### config.mk
export PLATFORM = sky130hd
export DESIGN_NAME = frame_rx
export DESIGN_NICKNAME = d
export VERILOG_FILES = /design/src/rtl/frame_rx.sv
export SDC_FILE = /design/constraint.sdc
export NUM_CORES = 1
export LEC_CHECK = 0
export BUFFER_PORTS_ARGS = -buffer_cell sky130_fd_sc_hd__clkbuf_2
export CORE_UTILIZATION = 30
export DETAILED_ROUTE_END_ITERATION = 10
export GPL_TIMING_DRIVEN = 0
export PLACE_DENSITY_LB_ADDON = 0.05
export REMOVE_ABC_BUFFERS = 1
export SYNTH_ARGS = -nofsm -noshare
export SYNTH_HDL_FRONTEND = slang
export SYNTH_SLANG_ARGS = --single-unit
### constraint.sdc
create_clock -name clk -period 2.6 [get_ports clk]
set_input_delay 0.26 -clock clk [delete_from_list [all_inputs] [get_ports clk]]
set_output_delay 0.26 -clock clk [all_outputs]
set_load 0.02 [all_outputs]
### src/rtl/frame_rx.sv
// frame_rx: GMII receive framer; strips preamble/SFD/FCS, streams payload to the MAC
// and checks the trailing FCS against an external CRC32 core.
module frame_rx (
  input  logic        clk,
  input  logic        rst,
  input  logic        eth_rxdv,
  input  logic [7:0]  eth_rxd,
  output logic [7:0]  mac_rxd,
  output logic        mac_rxen,
  output logic        crc_clr,
  output logic        crc_en,
  input  logic [31:0] crc,
  output logic        fd,
  input  logic        fd_ack,
  output logic        crc_ok,
  output logic [10:0] len,
  output logic        eth_rxrdy
);
  typedef enum logic [2:0] {IDLE, WAIT, PRE, WORK, CHK0, CHK1, DONE, DROP} state_t;
  state_t state, state_nx;
  logic [2:0] pcnt, fill;
  logic [31:0] dl;
  logic sfd, push, full;
  assign sfd = state == PRE && eth_rxdv && eth_rxd == 8'hD5 && pcnt >= 3'd2;
  assign push = state == WORK && eth_rxdv;
  assign full = fill == 3'd4;
  assign fd = state == DONE;
  assign eth_rxrdy = state == WAIT;
  always_ff @(posedge clk or posedge rst)
    if (rst) state <= IDLE;
    else state <= state_nx;
  always_comb begin
    state_nx = state;
    case (state)
      IDLE: state_nx = WAIT;
      WAIT: state_nx = eth_rxdv ? PRE : WAIT;
      PRE:  state_nx = !eth_rxdv ? WAIT : eth_rxd == 8'h55 ? PRE : sfd ? WORK : DROP;
      WORK: state_nx = eth_rxdv ? WORK : full ? CHK0 : CHK1;
      CHK0: state_nx = CHK1;
      CHK1: state_nx = DONE;
      DONE: state_nx = fd_ack ? WAIT : DONE;
      DROP: state_nx = eth_rxdv ? DROP : WAIT;
      default: state_nx = IDLE;
    endcase
  end
  // The last four bytes in the delay line are the FCS; a runt never fills it, so it can never match.
  always_ff @(posedge clk or posedge rst)
    if (rst) begin
      pcnt <= '0;
      fill <= '0;
      dl <= '0;
      mac_rxd <= '0;
      mac_rxen <= 1'b0;
      crc_clr <= 1'b0;
      crc_en <= 1'b0;
      crc_ok <= 1'b0;
      len <= '0;
    end else begin
      pcnt <= state == WAIT ? 3'd0 :
              (state == PRE && eth_rxdv && eth_rxd == 8'h55 && pcnt != 3'd7) ? pcnt + 3'd1 : pcnt;
      crc_clr <= sfd;
      mac_rxen <= push && full;
      crc_en <= push && full;
      if (sfd) begin
        dl <= '0;
        fill <= '0;
        len <= '0;
        crc_ok <= 1'b0;
      end
      if (push) begin
        dl <= {dl[23:0], eth_rxd};
        fill <= full ? fill : fill + 3'd1;
      end
      if (push && full) begin
        mac_rxd <= dl[31:24];
        len <= len + 11'(len != 11'h7FF);
      end
      if (state == CHK1) crc_ok <= full && crc == dl;
    end
endmodule

==> flow_metrics.py <==
metrics = {
    "timing": {
        "worst_pin_slew_ps": 804.6,
        "finalHoldViolCount": 0,
        "fin_ws_ps": 233.6,
        "fmaxAchievable_mhz": 422.6,
        "slew_violations": 0,
        "finalClockSkew_ps": 9.520,
        "final.period_utilization_pct": 91.01,
        "post-route-min-period_ps": 2366,
        "fin_setup_tns_ps": 0,
        "holdWs_ps": 63.97,
        "unrepaired_setup_endpoints_after_global_routing": "no",
        "setup_viol_count_final": 0,
        "slew_headroom_pct": 46.36,
    },
    "yosys": {
        "ys_dominant_reg_cell": "sky130_fd_sc_hd__dfrtp_1",
        "flop_and_latch_count_out_of_synthesis": 63,
        "synth_seq_area_share_pct": 49.20,
        "synthArstFlopShare_pct": 100.0,
        "synthesis.instances": 354,
        "postSynthAreaPerCell_sq_um": 9.052,
        "mappedNetlistArea_sq_mm": 0.003204,
        "yosys_warnings": 0,
        "ys_types": 41,
        "synth_edf_count": 0,
    },
    "cells_and_area": {
        "layout_commonest_cell": "sky130_fd_sc_hd__nand2_1",
        "fin_area_sq_mm": 0.003961,
        "fillerInstances": 1099,
        "antenna-diode-count": 0,
        "mostFrequentLayoutCells": "sky130_fd_sc_hd__nand2_1, sky130_fd_sc_hd__clkbuf_2, sky130_fd_sc_hd__dfrtp_1, sky130_fd_sc_hd__o21ai_0, sky130_fd_sc_hd__xnor2_1",
        "drive_above_1_share_pct": 23.61,
        "final-instance-count-excl-fill": 568,
        "combined_area_of_the_multi_input_logic_cells_sq_mm": 0.001536,
        "synth_to_layout_area_growth_pct": 23.62,
        "fin_nets": 478,
        "layout.core_utilization_pct": 38.37,
        "register_area_sq_mm": 0.001578,
    },
    "placed_design": {
        "numPortBuffers": 68,
        "numPlacedInstances": 544,
        "routabilityCongestion": 0.7215,
        "hpwlAfterDp_um": 5684,
        "post-place-ws_ps": -769.0,
        "placedInstanceArea_sq_mm": 0.003701,
    },
    "power_and_ir_drop": {
        "maximum_vdd_drop_mv": 0.2743,
        "total_power_density_per_cell_area_mw_per_mm2": 878.7,
        "leakage_power_nw": 1.877,
        "fin_total_pwr_mw": 3.481,
    },
    "clock_network": {
        "cts.root.buffer_cell": "sky130_fd_sc_hd__clkbuf_8",
        "cts_tree": "built",
        "numCtsBuffers": 9,
        "cts.reportedPaths.clkPinSlew_ps": 80,
        "hold_buffers": 0,
        "cts_sinks": 63,
        "clk_latency_ps": 340,
        "clock_tree.htree_level_count": 3,
        "max-clock-path-buffers": 2,
    },
    "route": {
        "wire_length_after_detailed_routing_um": 8442,
        "routed_wire_length_per_instance_um": 14.86,
        "final_antenna_net_count": 0,
        "drtPass1Iterations": 4,
        "count_of_routing_violations_after_the_opening_detailed_route_iteration": 95,
        "residual_drc": 0,
        "detailroute.via_count": 2672,
        "detail_route.vias_per_cell": 4.704,
    },
    "critical_path": {
        "slowest_cell_on_the_critical_path": "sky130_fd_sc_hd__dfrtp_1",
        "worst-endpoint-required_ps": 2830,
        "cp_data_arrival_time_ps": 2600,
        "crit_family": "simple AND/OR/NAND/NOR gates",
        "worstSetupPathType": "flip-flop to flip-flop",
        "worst-path-buf-inv": 0,
        "critPathCaptureType": "flip-flop",
        "worstPathCellList": "and3_1 -> nand4_1 -> or3_1 -> ha_1 -> ha_1 -> nand3_1 -> nor3_1 -> nand3_1 -> xor2_1 -> nor2_1",
        "crit_path_max_fanout": 6,
        "worst_setup_path_start_kind": "flip-flop",
        "slowest_delay_ps": 440,
    },
    "global_route": {
        "number_of_global_route_vias_before_repair": 2520,
        "grt_antenna_before_repair": 0,
        "grt_pass1_wl_um": 13320,
        "grt_max_degree": 64,
        "grt_usage_pct": 15.76,
        "gr-total-overflow": 0,
    },
    "floorplanning": {
        "floorplan.core_area_sq_mm": 0.01032,
        "floorplan.initialDensity_pct": 31.04,
        "floorplan.rows": 37,
        "die_height_um": 105.4,
        "io_pins": 69,
        "dieWidth_um": 105.4,
        "dieArea_sq_mm": 0.01110,
    },
    "run_status": {
        "outcome": "complete, no violations",
    },
    "flow_run": {
        "drv_cap": 0,
    },
    "hold_path": {
        "hold_path_class": "input pin to asynchronous set/reset pin",
    },
}
-- final timing paths --
| check | slack [ps] | depth (start not counted) | startpoint | to |
|---|---|---|---|---|
| worst max-delay path | 230 | 10 | len[4] | len[6] |
| worst min-delay path | 60 | 2 | rst | crc_en |
| worst max register to register | 230 | 10 | len[4] | len[6] |
| worst min register to register | 470 | 2 | mac_rxd[3] | mac_rxd[3] |
| max in group asynchronous | 1960 | 2 | rst | state[1] |
| min in group clk | 140 | 3 | eth_rxd[4] | dl[4] |
-- where the power goes --
| part | internal, mW | switching [mW] |
|---|---|---|
| sequential | 1.28 | 0.348 |
| combinational | 0.471 | 0.590 |
| clock | 0.396 | 0.395 |
-- Yosys cell counts (2+ instances only) --
cell type                  count  share of area, %
sky130_fd_sc_hd__nand2_1     101                12
sky130_fd_sc_hd__nand2b_1      3              0.59
sky130_fd_sc_hd__nand3b_1      4              0.94
sky130_fd_sc_hd__nor2_1       12               1.4
sky130_fd_sc_hd__a21oi_1       8               1.2
sky130_fd_sc_hd__xnor2_1      19               5.2
sky130_fd_sc_hd__o22ai_1       3              0.59
sky130_fd_sc_hd__buf_4         2              0.47
sky130_fd_sc_hd__ha_1          7               2.7
sky130_fd_sc_hd__inv_1         9               1.1
sky130_fd_sc_hd__buf_1         4              0.47
sky130_fd_sc_hd__buf_2         5              0.78
sky130_fd_sc_hd__nand3_1       6              0.94
sky130_fd_sc_hd__o21ai_0      44               6.9
sky130_fd_sc_hd__xor2_1       12               3.3
sky130_fd_sc_hd__nor3_1        5              0.78
sky130_fd_sc_hd__nand4_1       8               1.6
sky130_fd_sc_hd__mux2i_1       3              0.94
sky130_fd_sc_hd__clkbuf_1      8              0.94
sky130_fd_sc_hd__and4b_1       2              0.62
sky130_fd_sc_hd__or3_1         2              0.39
sky130_fd_sc_hd__dfrtp_1      63                49
sky130_fd_sc_hd__nor4_1        3              0.59
sky130_fd_sc_hd__o31ai_1       4              0.94
-- routing by layer --
metal  track usage [%]  wire [um]  vias up
met5                 0          0        -
met3             2.783        271       10
li1                  -          -     1349
met2             24.48       3836       60
met1             21.67       4225     1253
met4             6.338        109        0
-- cell type report --
class,instances,share of cell area [%]
clock inverters,3,0.4422
well taps,136,4.296
inverters,9,1.011
multi-input cells,264,38.79
repair buffers,80,11.62
clock buffers,13,4.011
flip-flops and latches,63,39.83
-- worst reg2reg max path: stages, from the launching register on --
cell and delay (ps):
sky130_fd_sc_hd__dfrtp_1 440, sky130_fd_sc_hd__and3_1 270, sky130_fd_sc_hd__nand4_1 160, sky130_fd_sc_hd__or3_1 400, sky130_fd_sc_hd__ha_1 250, sky130_fd_sc_hd__ha_1 230, sky130_fd_sc_hd__nand3_1 120, sky130_fd_sc_hd__nor3_1 80
sky130_fd_sc_hd__nand3_1 110, sky130_fd_sc_hd__xor2_1 160, sky130_fd_sc_hd__nor2_1 50
-- logic make-up (layout without fill, tap and decap cells) --
logic type	count (synthesis)	after routing	share of synthesized area, %
simple gates	155	156	23.08
buf+inv	28	105	3.709
fa+ha+maj	7	7	2.733
compound gates	67	67	11.87
xor+xnor	31	31	8.473
mux	3	3	0.9372
flops	63	63	49.20
-- registers in the layout, summed over array words and instances, names as in the netlist --
signal / flops
crc_ok: 1
fill: 3
crc_clr: 1
crc_en: 1
dl: 32
mac_rxd: 8
len: 11
state: 3
pcnt: 3
-- timing repair --
action | 4_1_cts | 5_1_grt
setup buffers | 0 | 7
pin swaps | 0 | 1
gates cloned | 1 | 0
endpoints found under the setup margin | 18 | 7
gates resized for setup | 3 | 2
(Power assumes the default switching activity.)
